===== src/rtl/jpeg_pkg.sv =====
// Shared definitions for the JPEG SRAM loader: state encoding, default
// widths and the number of pixel bytes packed into one SRAM word.
package jpeg_pkg;

  localparam int unsigned ADDR_W_DEF     = 15;
  localparam int unsigned DATA_W_DEF     = 64;
  localparam int unsigned BYTES_PER_WORD = 8;

  typedef enum logic [1:0] {
    IDLE   = 2'd0,
    FILL   = 2'd1,
    WRITE  = 2'd2,
    FINISH = 2'd3
  } state_t;

endpackage


===== src/rtl/jpeg_mem_loader_if.sv =====
// Pixel byte stream in, SRAM write port out.
// master: byte source / SRAM side (testbench); slave: the loader itself.
interface jpeg_mem_loader_if
  import jpeg_pkg::*;
#(
  parameter int unsigned ADDR_W = ADDR_W_DEF,
  parameter int unsigned DATA_W = DATA_W_DEF
);

  logic [7:0]        in_data;
  logic              in_valid;
  logic              in_ready;
  logic              nwrt;
  logic              nce;
  logic [DATA_W-1:0] din;
  logic [ADDR_W-5:0] ra;
  logic [3:0]        ca;

  modport master (
    output in_data, in_valid,
    input  in_ready, nwrt, nce, din, ra, ca
  );

  modport slave (
    input  in_data, in_valid,
    output in_ready, nwrt, nce, din, ra, ca
  );

endinterface


===== src/rtl/jpeg_byte_packer.sv =====
// Collects pixel bytes MSB-first into one SRAM word. 'last' flags the
// accept that completes a word; the counter wraps to 0 on that byte.
module jpeg_byte_packer
  import jpeg_pkg::*;
#(
  parameter int unsigned BYTES = BYTES_PER_WORD
) (
  input  logic               clk,
  input  logic               reset,
  input  logic               clear,
  input  logic               accept,
  input  logic [7:0]         data,
  output logic [BYTES*8-1:0] word,
  output logic               last
);

  localparam int unsigned CNT_W = $clog2(BYTES);

  logic [CNT_W-1:0] count;

  assign last = accept && (count == CNT_W'(BYTES - 1));

  // Shift each accepted byte in at the bottom so byte 0 ends up on top.
  always_ff @(posedge clk) begin
    if (reset || clear) begin
      count <= '0;
      word  <= '0;
    end else if (accept) begin
      word  <= {word[BYTES*8-9:0], data};
      count <= last ? '0 : count + 1'b1;
    end
  end

endmodule


===== src/rtl/jpeg_mem_loader.sv =====
// Loads num_words SRAM words starting at base_addr from a pixel byte stream.
// Optional feature macro: LOADER_CHECKSUM_EN adds a 16-bit byte-sum output.
module jpeg_mem_loader
  import jpeg_pkg::*;
#(
  parameter int unsigned ADDR_W = ADDR_W_DEF,
  parameter int unsigned DATA_W = DATA_W_DEF
) (
  input  logic              clk,
  input  logic              reset,
  input  logic              start,
  input  logic [ADDR_W-1:0] base_addr,
  input  logic [15:0]       num_words,
  output logic              busy,
  output logic              done,
`ifdef LOADER_CHECKSUM_EN
  output logic [15:0]       checksum,
`endif
  jpeg_mem_loader_if.slave  bus
);

  state_t            state, state_nxt;
  logic [ADDR_W-1:0] addr;
  logic [15:0]       remaining;
  logic [DATA_W-1:0] word;
  logic              last;
  logic              accept;
  logic              start_ok;
  logic              busy_d;
  logic              done_d;

  assign start_ok = (state == IDLE) && start;
  assign accept   = bus.in_valid && bus.in_ready;

  jpeg_byte_packer #(
    .BYTES (DATA_W / 8)
  ) u_packer (
    .clk    (clk),
    .reset  (reset),
    .clear  (start_ok),
    .accept (accept),
    .data   (bus.in_data),
    .word   (word),
    .last   (last)
  );

  // State register.
  always_ff @(posedge clk) begin
    if (reset) state <= IDLE;
    else       state <= state_nxt;
  end

  // Next-state logic.
  always_comb begin
    state_nxt = state;
    unique case (state)
      IDLE:    if (start) state_nxt = (num_words == 16'd0) ? FINISH : FILL;
      FILL:    if (last) state_nxt = WRITE;
      WRITE:   state_nxt = (remaining == 16'd1) ? FINISH : FILL;
      FINISH:  state_nxt = IDLE;
      default: state_nxt = IDLE;
    endcase
  end

  // Outputs: SRAM strobes decode straight from state; busy/done are
  // computed here and registered so done lands the cycle after FINISH.
  always_comb begin
    bus.in_ready = 1'b0;
    bus.nwrt     = 1'b1;
    bus.nce      = 1'b1;
    bus.din      = '0;
    bus.ra       = addr[ADDR_W-1:4];
    bus.ca       = addr[3:0];
    busy_d       = 1'b0;
    done_d       = 1'b0;
    unique case (state)
      IDLE:    busy_d = start;
      FILL: begin
        bus.in_ready = 1'b1;
        busy_d       = 1'b1;
      end
      WRITE: begin
        bus.nwrt = 1'b0;
        bus.nce  = 1'b0;
        bus.din  = word;
        busy_d   = 1'b1;
      end
      FINISH:  done_d = 1'b1;
      default: ;
    endcase
  end

  // Registered status flags.
  always_ff @(posedge clk) begin
    if (reset) begin
      busy <= 1'b0;
      done <= 1'b0;
    end else begin
      busy <= busy_d;
      done <= done_d;
    end
  end

  // Address and word counters: loaded on start, stepped after each write.
  always_ff @(posedge clk) begin
    if (reset) begin
      addr      <= '0;
      remaining <= '0;
    end else if (start_ok) begin
      addr      <= base_addr;
      remaining <= num_words;
    end else if (state == WRITE) begin
      addr      <= addr + 1'b1;
      remaining <= remaining - 16'd1;
    end
  end

`ifdef LOADER_CHECKSUM_EN
  // Running sum of accepted bytes since the last accepted start.
  always_ff @(posedge clk) begin
    if (reset || start_ok) checksum <= '0;
    else if (accept)       checksum <= checksum + 16'(bus.in_data);
  end
`endif

endmodule


===== src/flat_wrapper.sv =====
// flat-port wrapper written by rule: the top's interface ports become plain ports
module jpeg_mem_loader_flat import jpeg_pkg::*;
#(
  parameter int unsigned ADDR_W = ADDR_W_DEF,
  parameter int unsigned DATA_W = DATA_W_DEF
)
  (clk, reset, start, base_addr, num_words, busy, done, bus_in_data, bus_in_valid, bus_in_ready, bus_nwrt, bus_nce, bus_din, bus_ra, bus_ca);
  jpeg_mem_loader_if #(.ADDR_W(ADDR_W), .DATA_W(DATA_W)) bus_i ();
  input  logic clk;
  input  logic reset;
  input  logic start;
  input  logic [ADDR_W-1:0] base_addr;
  input  logic [15:0] num_words;
  output logic busy;
  output logic done;
  input wire logic [$bits(bus_i.in_data)-1:0] bus_in_data;
  input wire logic [$bits(bus_i.in_valid)-1:0] bus_in_valid;
  output wire logic [$bits(bus_i.in_ready)-1:0] bus_in_ready;
  output wire logic [$bits(bus_i.nwrt)-1:0] bus_nwrt;
  output wire logic [$bits(bus_i.nce)-1:0] bus_nce;
  output wire logic [$bits(bus_i.din)-1:0] bus_din;
  output wire logic [$bits(bus_i.ra)-1:0] bus_ra;
  output wire logic [$bits(bus_i.ca)-1:0] bus_ca;
  assign bus_i.in_data = bus_in_data;
  assign bus_i.in_valid = bus_in_valid;
  assign bus_in_ready = bus_i.in_ready;
  assign bus_nwrt = bus_i.nwrt;
  assign bus_nce = bus_i.nce;
  assign bus_din = bus_i.din;
  assign bus_ra = bus_i.ra;
  assign bus_ca = bus_i.ca;
  jpeg_mem_loader #(.ADDR_W(ADDR_W), .DATA_W(DATA_W)) u_core (.clk(clk), .reset(reset), .start(start), .base_addr(base_addr), .num_words(num_words), .busy(busy), .done(done), .bus(bus_i));
endmodule

===== config.mk =====
export PLATFORM = sky130hd
export DESIGN_NAME = jpeg_mem_loader_flat
export DESIGN_NICKNAME = d
export VERILOG_FILES = /design/src/rtl/jpeg_pkg.sv /design/src/rtl/jpeg_mem_loader_if.sv /design/src/rtl/jpeg_byte_packer.sv /design/src/rtl/jpeg_mem_loader.sv /design/src/flat_wrapper.sv
export SDC_FILE = /design/constraint.sdc
export NUM_CORES = 1
export LEC_CHECK = 0
export CORE_ASPECT_RATIO = 0.7
export CORE_UTILIZATION = 45
export CTS_BUF_LIST = sky130_fd_sc_hd__clkbuf_4 sky130_fd_sc_hd__clkbuf_8
export DETAILED_ROUTE_END_ITERATION = 8
export GPL_ROUTABILITY_DRIVEN = 0
export PLACE_DENSITY = 0.88
export SETUP_SLACK_MARGIN = 0.05
export SLEW_MARGIN = 0
export SYNTH_ARGS = -nofsm -noshare
export SYNTH_HDL_FRONTEND = slang
export SYNTH_SLANG_ARGS = --single-unit

===== constraint.sdc =====
create_clock -name clk -period 2 [get_ports clk]
set_input_delay 0.5 -clock clk [delete_from_list [all_inputs] [get_ports clk]]
set_output_delay 0.5 -clock clk [all_outputs]
set_load 0.03 [all_outputs]

==> flow_summary.ini, run 1 <==
[setup_path]
worstPathArrival_ns = 2.32
r2r_slack_ns = -0.05
reg2reg_depth = 6
slowest_delay_ns = 0.47
cp_cell_sequence = inv_2, ha_4, or4b_4, or3_4, or4_1, a311oi_1
worstSetupEndpointType = flip-flop
r2r-end = u_core.remaining[13]
crit_path_start_kind = flip-flop
crit_path_top_delay_cell = or4b_4
worstReg2RegStart = u_core.state[0]
required_ns = 2.27
critPathMaxFanout = 2
critPathKind = flip-flop to flip-flop

[clock_tree]
h-tree-depth = 3
path_clk_slew_ns = 0.09
clk_latency_ns = 0.37
clockBufferDepth = 2
cts_buffers = 9
cts_sinks = 102
cts_tree = yes
cts-root-buf = clkbuf_8

[logic_synthesis]
synth_top_area_share_pct = 44.0
synth_fa_ha_area_share_pct = 2.70
synth_top_cell_by_area = dfxtp_1
seq_area_frac_synth_pct = 44.0
synth-compound-area-share_pct = 14.1
synthXorXnorAreaFrac_pct = 3.78
post_synth_num_cell_types = 35
synthSimpleGateAreaFrac_pct = 30.8
synth_fp_nets = 648
synthMuxAreaShare_pct = 0.216
syn_inst = 595
yosys-top-cells-area = dfxtp_1 (44%), nand2_1 (11%), and2_1 (8.9%)
synth_top_family_by_area = simple AND/OR/NAND/NOR gates
yosysWarnings = 0
synth_seq_cells = 102
syn-cell-area_sq_mm = 0.00464
avgSynthCellArea_sq_um = 7.80

[drt]
drc_errors = 0
finalWirelength_mm = 14.0
drtPass1Iterations = 5
num_vias = 4681
ant_nets = 0
drt-initial-drc-count = 254
wl_per_cell_microns = 16.4
via_per_inst = 5.47

[floorplan]
fp-row-count = 30
initial_core_util_pct = 47.2
dieHeight_microns = 86.9
fp.coreArea_sq_mm = 0.00983
die_w_microns = 123
die-area_sq_mm = 0.0107
io_pins = 127

[sta]
worst_slew_pin_slew_ns = 0.481
worst_slack_ns = -0.0509
setup_viol = 58
max_freq_ghz = 0.488
drv_slew = 0
min_period_ns = 2.05
period_share_pct = 103
rsz0062_at_grt = true
finalHoldViolations = 0
fin_worst_skew_ns = 0.0133
slew_headroom_pct = 67.8

[finish]
syn_to_final_growth_pct = 49.5
drive_gt1_share_pct = 28.3
antenna_cells = 0
final_util_pct = 70.5
finalNetCount = 776

[hold_path]
min-delay-start = u_core.u_packer.word[58]
hold_class = flip-flop to flip-flop
holdPathStages = 2
worst_hold_path.endpoint = u_core.u_packer.word[58]

[outcome]
outcome = complete, but fails checks
violations = setup timing

[pwr]
powerDensity_mw_per_mm2 = 1030
p_leak_nw = 2.61
ir_drop_v = 0.000530

[grt]
grt_max_degree = 44
track_usage_pct = 25.9
grt_antenna_before_repair = 0
grt-ovfl-total = 0
grt_pass1_vias = 4554
grt_pass1_wl_mm = 21.6

[placed_design]
place_ws_ns = -0.143
place.detailed.hpwl_mm = 8.89
portBuffers = 126

[flow_run]
maxCapViolations = 0
==> cell usage after synthesis <==
library cell and count:
buf_2 1, nand3b_1 3, a211oi_1 23, a21oi_1 69, and2_1 66, inv_1 10, or3_1 2, or4b_1 1
nand2_1 141, nor3_1 14, xnor2_1 16, nor4_1 13, and4_1 2, nand4_1 6, a311oi_1 9, o211ai_1 1
a21o_1 1, nor2_1 37, a21bo_2 1, buf_1 4, o31ai_1 1, ha_1 10, or3_4 1, nand3_1 5
xor2_1 4, clkbuf_1 38, nand2b_1 1, o21ai_0 3, buf_4 1, a21boi_0 1, or4_1 4, mux2i_1 1
nor2b_1 2, nor4b_1 1, dfxtp_1 102
==> registers in the layout, summed over array words and instances, names as in the netlist <==
register and cells:
u_core.addr 15, u_core.busy 1, u_core.done 1, u_core.remaining 16, u_core.state 2, u_core.u_packer.count 3, u_core.u_packer.word 64
==> power breakdown <==
group	internal [mW]	leakage, nW	switching, mW
Clock	0.687	0.113	0.721
Sequential	2.29	0.830	0.274
Combinational	1.35	1.67	1.81
==> worst max path at each step <==
stage / from / end / slack [ns]
after global placement: num_words[13] / u_core.state[1] / -0.03
after floorplan: u_core.state[0] / u_core.remaining[13] / -0.15
after global routing: u_core.state[0] / u_core.remaining[13] / -0.14
after CTS: u_core.state[0] / bus_din[23] / -0.06
final: u_core.state[0] / u_core.remaining[13] / -0.05
after detailed placement: num_words[12] / u_core.state[1] / -0.14
==> worst max-delay path, delay by kind of cell, from the launching register on <==
kind            cells  cell delay [ns]
compound gates      1             0.21
fa+ha+maj           1             0.14
buf+inv             1             0.07
flops               1             0.34
simple gates        3             1.21
==> cell type report <==
cell class | count | area (sq um)
clock buffers | 12 | 165
repair buffers | 161 | 1810
flip-flops and latches | 102 | 2040
inverters | 10 | 42.5
fillers | 789 | 2900
clock inverters | 4 | 52.6
well taps | 128 | 160
multi-input cells | 439 | 2660
==> cell usage in the layout (no fill, tap or decap), drive strengths merged <==
cell type	n
or4	4
nor2	37
dlygate4sd2	14
nor4b	1
ha	10
nand2b	1
a311oi	9
a211oi	23
mux2i	1
bufinv	1
nor3	14
nand2	141
nand3b	3
clkdlybuf4s50	45
a21o	1
nand4	6
xor2	4
inv	11
buf	99
a21oi	69
a21bo	1
and2	66
o31ai	1
dfxtp	102
nor4	13
a21boi	1
nor2b	2
xnor2	16
or3	3
o21ai	3
clkbuf	15
clkinv	2
and4	2
or4b	1
o211ai	1
nand3	5
==> cells by family (layout without fill, tap and decap cells) <==
logic type | after synthesis | after routing
simple gates | 299 | 299
compound gates | 109 | 109
flops | 102 | 102
buf+inv | 54 | 187
xor+xnor | 20 | 20
fa+ha+maj | 10 | 10
mux | 1 | 1
==> per-stage QoR <==
stage / cell area [sq um] / setup TNS (ns) / std cells / hold slack [ns] / total power [mW]
finish: 6930 / -1.32 / 856 / 0.466 / 7.14
floorplan: 4650 / -0.146 / 595 / 0.432 / 4.13
global placement: 6020 / -0.0304 / 830 / 0.440 / 5.05
detailed placement: 6020 / -0.186 / 830 / 0.444 / 5.16
global route: 6930 / -4.58 / 856 / 0.487 / 7.50
CTS: 6690 / -2.27 / 852 / 0.460 / 6.80
==> what timing repair did <==
action,4_1_cts,5_1_grt
gates cloned,2,4
gates resized for setup,133,41
pin swaps,19,10
setup endpoints to repair,82,79
hold buffers,0,0
buffers inserted,4,0
==> layer usage <==
layer / wire, microns / track usage, % / vias up
met3: 665 / 5.96 / 27
met1: 6010 / 31.0 / 2254
met5: 0 / 0 / -
met4: 297 / 10.4 / 0
met2: 7040 / 44.9 / 139
li1: - / - / 2261
Power figures use the tool's default switching activity.
==> run 2: changes to the inputs <==
- CTS_CLUSTER_DIAMETER: default -> 200
==> results of run 2 <==
No change in the layout: final DEF, timing and power equal those of run 1.
==> run 3: changes to the inputs <==
- CELL_PAD_IN_SITES_DETAIL_PLACEMENT: default -> 0
- CELL_PAD_IN_SITES_GLOBAL_PLACEMENT: default -> 1
- CORE_UTILIZATION: 45 -> 32
==> run 3 against run 2 <==
Effect of this change:
- the flow still finishes with violations (setup timing)
- setup slack worse by 0.016 ns
- first-iteration DRC count is 37% lower
- clock-buffer cell count is 1 higher
- critical path type unchanged
==> flow_summary.ini, run 3 (synthesized netlist as in run 1, its figures left out) <==
[outcome]
outcome = complete, but fails checks
violations = setup timing

[floorplan]
initial_core_util_pct = 33.1
die-area_sq_mm = 0.0150
die_w_microns = 146
dieHeight_microns = 103
fp-row-count = 36
io_pins = 127
fp.coreArea_sq_mm = 0.0140

[hold_path]
hold_class = flip-flop to flip-flop
worst_hold_path.endpoint = u_core.u_packer.word[61]
holdPathStages = 2
min-delay-start = u_core.u_packer.word[61]

[setup_path]
crit_path_start_kind = flip-flop
worstSetupEndpointType = flip-flop
reg2reg_depth = 6
critPathMaxFanout = 3
r2r-end = u_core.remaining[13]
worstPathArrival_ns = 2.36
r2r_slack_ns = -0.07
required_ns = 2.29
worstReg2RegStart = u_core.state[0]
critPathKind = flip-flop to flip-flop

[finish]
layout_common_cells = nand2_1 (138), dfxtp_1 (100), a21oi_1 (69)
syn_to_final_growth_pct = 44.2
drive_gt1_share_pct = 23.1
multi_input_area_sq_mm = 0.00261
final_common_cell = nand2_1
final_area_sq_mm = 0.00669
largest_reg_flops = 64
regMostFlops = u_core.u_packer.word
finalNetCount = 774
largestRegisters = u_core.u_packer.word (64), u_core.remaining (16), u_core.addr (15)
seq_area_sq_mm = 0.00204
nFillCells = 1352
antenna_cells = 0

[drt]
wl_per_cell_microns = 14.4
num_vias = 4484
via_per_inst = 4.90
drtPass1Iterations = 4
ant_nets = 0
drt-initial-drc-count = 160
finalWirelength_mm = 13.2
drc_errors = 0

[pwr]
powerDensity_mw_per_mm2 = 1020
p_leak_nw = 2.52
total_power_mw = 6.83
ir_drop_v = 0.000642

[placed_design]
portBuffers = 126
place.detailed.hpwl_mm = 8.72
placed_area_sq_mm = 0.00609

[grt]
grt-ovfl-total = 0
grt_antenna_before_repair = 0
grt_pass1_wl_mm = 21.0
track_usage_pct = 17.5
grt_max_degree = 69
grt_pass1_vias = 4264

[clock_tree]
h-tree-depth = 3
cts_sinks = 102
clk_latency_ns = 0.37
cts_buffers = 9
cts_tree = yes
cts-root-buf = clkbuf_8
clockBufferDepth = 2
ctsHoldBuffers = 0
path_clk_slew_ns = 0.09

[sta]
slew_headroom_pct = 61.7
setup_viol = 13
period_share_pct = 103
worst_slew_pin_slew_ns = 0.572
worst_slack_ns = -0.0666
fin_worst_skew_ns = 0.00813
drv_slew = 0
min_period_ns = 2.07
rsz0062_at_grt = true
finalHoldViolations = 0
max_freq_ghz = 0.484

[flow_run]
maxCapViolations = 0
==> run 3: cell count changes in the layout (fill, tap and decap cells not counted), sizes merged <==
cell	previous run	this run
clkbuf	15	14
clkinv	2	1
clkinvlp	0	1
dlygate4sd2	14	13
dlymetal6s2s	0	1
inv	11	10
==> run 3: where the power goes <==
group | switching (mW) | leakage [nW] | internal (mW)
sequential | 0.272 | 0.830 | 2.29
clock | 0.704 | 0.106 | 0.674
combinational | 1.71 | 1.58 | 1.17
==> run 3: critical path, stage by stage, from the launching register on <==
cell      delay (ns)
dfxtp_2         0.34
inv_2           0.07
ha_4            0.14
or4b_4          0.47
or3_4           0.35
or4_4           0.42
a311oi_1        0.20
==> run 3: metrics by stage <==
stage | setup WS (ns) | utilization [%] | hold WS (ns) | TNS [ns] | instances
finish | -0.0666 | 47.7 | 0.461 | -0.127 | 916
CTS | -0.0468 | 46.7 | 0.465 | -0.305 | 913
global route | -0.0996 | 47.7 | 0.488 | -4.00 | 916
floorplan | -0.146 | - | 0.432 | -0.146 | 595
detailed placement | -0.114 | 43.5 | 0.446 | -0.259 | 892
global placement | -0.0672 | 43.5 | 0.440 | -0.0869 | 892
==> run 3: how the worst max path moves through the flow <==
| stage | from | slack (ns) | end | depth (start not counted) |
|---|---|---|---|---|
| 5_1_grt | u_core.state[0] | -0.1 | bus_din[9] | 5 |
| 3_5_place_dp | num_words[13] | -0.11 | u_core.state[1] | 5 |
| 6_report | u_core.state[0] | -0.07 | u_core.remaining[13] | 6 |
| 3_3_place_gp | num_words[13] | -0.07 | u_core.state[1] | 5 |
| 4_1_cts | u_core.state[0] | -0.05 | u_core.remaining[13] | 6 |
| 2_1_floorplan | u_core.state[0] | -0.15 | u_core.remaining[13] | 7 |
==> run 3: layout make-up <==
cell class	count	area share, %
clock inverters	3	0.636
clock buffers	13	2.49
multi-input cells	439	39.1
flip-flops and latches	102	30.6
inverters	10	0.561
well taps	190	3.55
repair buffers	159	23.1
==> run 3: per-layer routing <==
metal,wire [microns],vias to the layer above,share of wire (%),GRT usage [%]
li1,-,2250,-,-
met2,5860,127,45,27.8
met3,718,12,5.5,4.34
met1,6450,2095,49,23.8
met5,0,-,0,0
met4,132,0,1.0,4.62
==> run 3: what timing repair did <==
action | CTS | global route
cloned | 1 | 1
resized for setup | 82 | 24
hold endpoints to repair | 0 | 0
endpoints found under the setup margin | 88 | 83
pin swaps | 11 | 2
buffers inserted | 4 | 2
